[config.mk]
export PLATFORM = sky130hd
export DESIGN_NAME = tone_sequencer
export DESIGN_NICKNAME = d
export VERILOG_FILES = /design/src/rtl/tone_sequencer_pkg.sv /design/src/rtl/tone_sequencer_seq_ram.sv /design/src/rtl/tone_sequencer.sv
export SDC_FILE = /design/constraint.sdc
export NUM_CORES = 2
export LEC_CHECK = 0
export CORE_ASPECT_RATIO = 0.6
export CORE_MARGIN = 2
export CORE_UTILIZATION = 35
export CTS_CLUSTER_DIAMETER = 80
export DETAILED_ROUTE_END_ITERATION = 7
export PLACE_DENSITY = 0.53
export SETUP_SLACK_MARGIN = 0.4
export SYNTH_ARGS = -nofsm -noshare
export SYNTH_HDL_FRONTEND = slang
export SYNTH_SLANG_ARGS = --single-unit
[constraint.sdc]
create_clock -name clk -period 4.5 [get_ports clk]
set_input_delay 1.125 -clock clk [delete_from_list [all_inputs] [get_ports clk]]
set_output_delay 1.125 -clock clk [all_outputs]
set_load 0.01 [all_outputs]
[src/rtl/tone_sequencer_pkg.sv]
// Shared definitions for the tone sequencer: sequence entry layout and FSM state encoding.
package tone_sequencer_pkg;

  localparam int SEQ_ENTRY_W = 24;
  localparam int STEP_MSB    = 23;
  localparam int STEP_LSB    = 8;
  localparam int DUR_MSB     = 7;
  localparam int DUR_LSB     = 0;
  localparam int STEP_W      = STEP_MSB - STEP_LSB + 1;
  localparam int DUR_W       = DUR_MSB - DUR_LSB + 1;

  typedef enum logic [2:0] {
    ST_IDLE  = 3'd0,
    ST_FETCH = 3'd1,
    ST_LOAD  = 3'd2,
    ST_PLAY  = 3'd3,
    ST_GAP   = 3'd4,
    ST_FIN   = 3'd5
  } seq_state_e;

  typedef struct packed {
    logic [STEP_W-1:0] step;
    logic [DUR_W-1:0]  dur;
  } seq_entry_t;

  function automatic seq_entry_t unpack_entry(input logic [SEQ_ENTRY_W-1:0] word);
    seq_entry_t e;
    e.step = word[STEP_MSB:STEP_LSB];
    e.dur  = word[DUR_MSB:DUR_LSB];
    return e;
  endfunction

endpackage

[src/rtl/tone_sequencer_seq_ram.sv]
// Simple dual-port sequence RAM, synchronous read with one cycle of latency, read-before-write.
module tone_sequencer_seq_ram
  import tone_sequencer_pkg::*;
#(
  parameter int SEQ_DEPTH = 64,
  parameter int ADDR_W    = 6
) (
  input  logic                   clk,
  input  logic                   wr_en,
  input  logic [ADDR_W-1:0]      wr_addr,
  input  logic [SEQ_ENTRY_W-1:0] wr_data,
  input  logic                   rd_en,
  input  logic [ADDR_W-1:0]      rd_addr,
  output logic [SEQ_ENTRY_W-1:0] rd_data
);

  (* ram_init_file = "seqtable.mif" *)
  logic [SEQ_ENTRY_W-1:0] mem [SEQ_DEPTH];

  // NOTE: the array has no reset on purpose; the tune must survive a system reset and
  // a reset port would stop the tools mapping this onto block RAM.
  always_ff @(posedge clk) begin
    if (wr_en) begin
      mem[wr_addr] <= wr_data;
    end
    if (rd_en) begin
      rd_data <= mem[rd_addr];
    end
  end

endmodule

[src/rtl/tone_sequencer.sv]
// Note sequencer: walks {step, duration} entries from the sequence RAM and drives the oscillator step and gate.
module tone_sequencer
  import tone_sequencer_pkg::*;
#(
  parameter int SEQ_DEPTH = 64,
  parameter int ADDR_W    = 6,
  parameter int TICK_DIV  = 48,
  parameter int GAP_UNITS = 2
) (
  input  logic                   clk,
  input  logic                   reset_n,
  input  logic                   start,
  input  logic                   stop,
  input  logic                   loop_en,
  input  logic                   tick,
  input  logic                   seq_wr_en,
  input  logic [ADDR_W-1:0]      seq_wr_addr,
  input  logic [SEQ_ENTRY_W-1:0] seq_wr_data,
  output logic [STEP_W-1:0]      step_out,
  output logic                   gate,
  output logic                   phase_clr,
  output logic                   busy,
  output logic                   done,
  output logic [ADDR_W-1:0]      cur_addr
);

  localparam int PRE_W     = (TICK_DIV > 1) ? $clog2(TICK_DIV) : 1;
  localparam int GAP_TICKS = (GAP_UNITS > 0) ? GAP_UNITS * TICK_DIV : 1;
  localparam int GAP_W     = (GAP_TICKS > 1) ? $clog2(GAP_TICKS) : 1;
  localparam bit HAS_GAP   = (GAP_UNITS > 0);

  localparam logic [ADDR_W-1:0] LAST_ADDR = ADDR_W'(SEQ_DEPTH - 1);
  localparam logic [PRE_W-1:0]  PRE_LAST  = PRE_W'(TICK_DIV - 1);
  localparam logic [GAP_W-1:0]  GAP_LAST  = GAP_W'(GAP_TICKS - 1);

  seq_state_e             state_q, state_d;
  logic [ADDR_W-1:0]      addr_d;
  logic [STEP_W-1:0]      step_d;
  logic                   gate_d, phase_clr_d, done_d;
  logic [PRE_W-1:0]       pre_cnt, pre_d;
  logic [DUR_W-1:0]       dur_cnt, dur_d;
  logic [GAP_W-1:0]       gap_cnt, gap_d;
  logic                   advance, end_of_seq;

  logic                   rd_en;
  logic [SEQ_ENTRY_W-1:0] rd_word;
  seq_entry_t             rd_entry;

  assign rd_en    = (state_q == ST_FETCH);
  assign rd_entry = unpack_entry(rd_word);
  assign busy     = (state_q != ST_IDLE);

  tone_sequencer_seq_ram #(
    .SEQ_DEPTH (SEQ_DEPTH),
    .ADDR_W    (ADDR_W)
  ) u_seq_ram (
    .clk     (clk),
    .wr_en   (seq_wr_en),
    .wr_addr (seq_wr_addr),
    .wr_data (seq_wr_data),
    .rd_en   (rd_en),
    .rd_addr (cur_addr),
    .rd_data (rd_word)
  );

  // NOTE: every signal written below gets a default first, so no path can leave one
  // unassigned and infer a latch.
  always_comb begin
    state_d     = state_q;
    addr_d      = cur_addr;
    step_d      = step_out;
    gate_d      = gate;
    phase_clr_d = 1'b0;
    done_d      = 1'b0;
    pre_d       = pre_cnt;
    dur_d       = dur_cnt;
    gap_d       = gap_cnt;
    advance     = 1'b0;
    end_of_seq  = 1'b0;

    unique case (state_q)
      ST_IDLE: begin
        if (start) begin
          addr_d  = '0;
          state_d = ST_FETCH;
        end
      end

      ST_FETCH: state_d = ST_LOAD;

      ST_LOAD: begin
        if (rd_entry.dur == '0) begin
          end_of_seq = 1'b1;
        end else begin
          step_d      = rd_entry.step;
          gate_d      = (rd_entry.step != '0);
          phase_clr_d = 1'b1;
          dur_d       = rd_entry.dur;
          pre_d       = '0;
          state_d     = ST_PLAY;
        end
      end

      ST_PLAY: begin
        if (tick) begin
          if (pre_cnt == PRE_LAST) begin
            pre_d = '0;
            dur_d = dur_cnt - 1'b1;
            // Last unit of the note: release the gate but hold the step for the envelope tail.
            if (dur_cnt == DUR_W'(1)) begin
              gate_d = 1'b0;
              if (HAS_GAP) begin
                gap_d   = '0;
                state_d = ST_GAP;
              end else begin
                advance = 1'b1;
              end
            end
          end else begin
            pre_d = pre_cnt + 1'b1;
          end
        end
      end

      ST_GAP: begin
        if (tick) begin
          if (gap_cnt == GAP_LAST) begin
            advance = 1'b1;
          end else begin
            gap_d = gap_cnt + 1'b1;
          end
        end
      end

      ST_FIN: state_d = ST_IDLE;

      default: state_d = ST_IDLE;
    endcase

    if (advance) begin
      if (cur_addr == LAST_ADDR) begin
        end_of_seq = 1'b1;
      end else begin
        addr_d  = cur_addr + 1'b1;
        state_d = ST_FETCH;
      end
    end

    // Looping from entry 0 is refused so an empty sequence finishes instead of spinning.
    if (end_of_seq) begin
      if (loop_en && (cur_addr != '0)) begin
        addr_d  = '0;
        state_d = ST_FETCH;
      end else begin
        step_d  = '0;
        gate_d  = 1'b0;
        done_d  = 1'b1;
        state_d = ST_FIN;
      end
    end

    if (stop) begin
      state_d     = ST_IDLE;
      addr_d      = '0;
      step_d      = '0;
      gate_d      = 1'b0;
      phase_clr_d = 1'b0;
      done_d      = 1'b0;
      pre_d       = '0;
      dur_d       = '0;
      gap_d       = '0;
    end
  end

  // NOTE: non-blocking assignments here so every register samples the pre-edge values
  // computed above, independent of statement order.
  always_ff @(posedge clk or negedge reset_n) begin
    if (!reset_n) begin
      state_q   <= ST_IDLE;
      cur_addr  <= '0;
      step_out  <= '0;
      gate      <= 1'b0;
      phase_clr <= 1'b0;
      done      <= 1'b0;
      pre_cnt   <= '0;
      dur_cnt   <= '0;
      gap_cnt   <= '0;
    end else begin
      state_q   <= state_d;
      cur_addr  <= addr_d;
      step_out  <= step_d;
      gate      <= gate_d;
      phase_clr <= phase_clr_d;
      done      <= done_d;
      pre_cnt   <= pre_d;
      dur_cnt   <= dur_d;
      gap_cnt   <= gap_d;
    end
  end

endmodule

==> impl_metrics.py <==
metrics = {
    "clock_network": {
        "clockRootBuffer": "clkbuf_16",
        "cts_buffers": 154,
        "clk_pin_slew_ns": 0.07,
        "clock_latency_ns": 0.80,
        "clockBufferDepth": 4,
        "cts.htree.levels": 4,
        "hold_buffers": 0,
        "cts_sinks": 1609,
        "tritoncts": "built",
    },
    "sta": {
        "relSlewSlack_pct": 21.0,
        "tightest_slew_ns": 1.18,
        "final_hold_viol_count": 0,
        "grt_setup_unrepaired": "no",
        "whs_ns": 0.457,
        "setup-tns-final_ns": 0,
        "fin_crit_ns": 3.97,
        "finalSetupViolations": 0,
        "finClkSkew_ns": 0.0568,
        "fmax_mhz": 252,
        "drv_slew": 0,
        "finalCritPeriodShare_pct": 88.2,
    },
    "power": {
        "p_leak_nw": 21.9,
        "switchingPower_mw": 6.10,
        "p_int_mw": 23.7,
        "combPwrFrac_pct": 2.2,
        "clkPwrFrac_pct": 42.1,
        "switching_share_pct": 20.5,
        "power_density_nw_per_um2": 413,
        "seqPwrFrac_pct": 55.8,
        "ir_drop_mv": 0.296,
    },
    "setup_path": {
        "end_kind": "output port",
        "worst_ep_arrival_time_ns": 2.84,
        "path_max_fanout": 17,
        "setup.worst_path.class": "register to output port",
        "start_kind": "register",
        "cp.required_ns": 3.38,
    },
    "min_path": {
        "min_path_type": "primary input to asynchronous set/reset pin",
    },
    "finish": {
        "drive_above_1_share_pct": 21.3,
        "syn_to_final_growth_pct": 15.0,
        "multiInputGateArea_um2": 13900,
        "seqCellArea_um2": 48100,
        "layout_common_cells": "1560 x edfxtp_1, 387 x mux2i_1, 234 x mux4_2, 176 x nand2_1, 169 x buf_4",
        "layout.nets": 3481,
        "final_common_cell": "edfxtp_1",
        "fillers": 15703,
        "finalNonFillerCells": 5922,
    },
    "logic_synthesis": {
        "synth_edf_count": 1560,
        "synthesis.nets": 3249,
        "synthArstFlopShare_pct": 3.05,
        "yosysWarnings": 0,
        "synth-seq-cells": 1609,
        "seq_area_frac_synth_pct": 76.7,
        "synth_top_area_share_pct": 74.7,
        "synthCells": 3206,
        "synth_area_leaders": "edfxtp_1 75%, mux4_2 8.4%, mux2i_1 6.2%",
        "yosys.cell_types.count": 67,
        "syn_area_um2": 62700,
        "avgSynthCellArea_um2": 19.6,
        "synthFlopType": "edfxtp_1",
        "synth_top_area_cell": "edfxtp_1",
    },
    "floorplanning": {
        "start_util_pct": 35.2,
        "die-width_um": 550,
        "coreArea_um2": 178000,
        "rows": 120,
        "pin_count": 63,
        "die_h_um": 332,
        "fp.dieArea_um2": 183000,
    },
    "placement": {
        "dp_hpwl_um": 116000,
        "gp_congestion": 0.848,
        "dp.cells": 5660,
        "io_buffers": 62,
    },
    "drt": {
        "ant_nets": 0,
        "drt-total-wl_um": 185000,
        "drc_errors": 0,
        "num_vias": 32894,
        "vias_per_cell": 5.55,
        "drt-initial-drc-count": 4952,
        "drtPass1Iterations": 5,
        "wl_per_cell_um": 31.3,
    },
    "job": {
        "drv_cap": 0,
    },
    "global_routing": {
        "grt_pass1_wl_um": 257000,
        "grt-ovfl-total": 0,
        "grt_max_degree": 65,
        "grt.total_usage_pct": 20.1,
        "grt_pass1_vias": 31038,
        "antenna_found_initial": 21,
    },
    "outcome": {
        "status": "complete, no violations",
    },
}
## registers in the layout, summed over array words and instances, names as in the netlist
name               flops
cur_addr               6
done                   1
dur_cnt                8
gap_cnt                7
gate                   1
phase_clr              1
pre_cnt                6
state_q                3
step_out              16
u_seq_ram.mem       1536
u_seq_ram.rd_data     24
## kinds of logic after synthesis
family,after synthesis,synth area share (%)
multiplexers,623,14.6
AND/OR/NAND/NOR,404,2.98
buffers and inverters,196,1.49
AO/OA/AOI/OAI,364,4.06
adder cells (fa/ha/maj),6,0.120
flip-flops,1609,76.7
XOR/XNOR,4,0.0559
## power groups by stage
stage,Clock (mW),Combinational [mW],Sequential [mW]
2_1_floorplan,0,0.159,16.9
3_3_place_gp,0,0.638,16.9
3_5_place_dp,0,0.648,16.9
4_1_cts,12.8,0.648,16.6
5_1_grt,13.4,0.687,16.6
6_report,12.5,0.644,16.6
## repair_timing
item / in CTS / in global routing
endpoints found under the hold margin: 0 / 0
buffers inserted: 1 / 0
endpoints found under the setup margin: 1 / 0
resized for setup: 0 / 0
## stage by stage
step / instance area, um2 / util [%] / total power, mW / worst slack, ns
final: 72100 / 40.5 / 29.8 / 0.531
after global routing: 72100 / 40.5 / 30.7 / 0.425
after CTS: 72100 / 40.5 / 30.0 / 0.466
after detailed placement: 67400 / 37.8 / 17.6 / 0.652
after global placement: 67400 / 37.8 / 17.6 / 0.669
after floorplan: 62700 / - / 17.1 / 0.600
## per-layer routing
layer,GRT usage (%),up-vias,share of wire (%)
met5,0,-,0
met4,3.14,0,1.5
met3,5.65,191,11
met2,26.8,1668,40
met1,32.6,17465,47
li1,-,13570,-
## cells in the mapped netlist (5+ instances only)
cell and count:
a22o_1 25, nand2_1 176, ha_1 6, nor3_1 9
a21oi_1 49, nor2_1 109, inv_1 7, a22oi_1 55
mux2i_1 387, o21ai_1 19, nor2b_1 10, nand3b_1 6
buf_4 23, o2111ai_1 24, o21ai_0 52, nand3_1 15
buf_1 16, a31oi_1 27, dfrtp_1 49, buf_2 73
and2_1 5, a221oi_1 42, o211ai_1 44, or3_1 6
edfxtp_1 1560, nand2b_1 9, mux4_2 234, nand4_1 26
clkbuf_1 71, nor4_1 7
## path summary, 6_finish.rpt
path	startpoint	slack (ns)	cells past startpoint	end
hold reg to reg	gap_cnt[1]$_DFFE_PN0P_	0.52	2	gap_cnt[1]$_DFFE_PN0P_
hold / removal	reset_n	0.46	1	step_out[8]$_DFF_PN0_
setup reg to reg	cur_addr[0]$_DFF_PN0_	0.96	6	u_seq_ram.rd_data[19]$_DFFE_PP_
max in group asynchronous	reset_n	3.30	2	gap_cnt[0]$_DFFE_PN0P_
setup / recovery	cur_addr[1]$_DFF_PN0_	0.53	2	cur_addr[1]
min in group clk	gap_cnt[1]$_DFFE_PN0P_	0.52	2	gap_cnt[1]$_DFFE_PN0P_
## cell type report
type | count | area share, %
Timing Repair Buffer | 262 | 3.35
Multi-Input combinational cell | 1401 | 19.3
Clock buffer | 189 | 5.61
Clock inverter | 71 | 0.871
Sequential cell | 1609 | 66.7
Tap cell | 2379 | 4.13
Antenna cell | 1 | 0.00347
Inverter | 10 | 0.0520
## worst max-delay path: stages (launching register included)
cell             delay (ns)
dfrtp_4                0.89
buf_4                  0.44
clkdlybuf4s50_1        0.65
No activity file was read; power rests on OpenSTA's default activity.
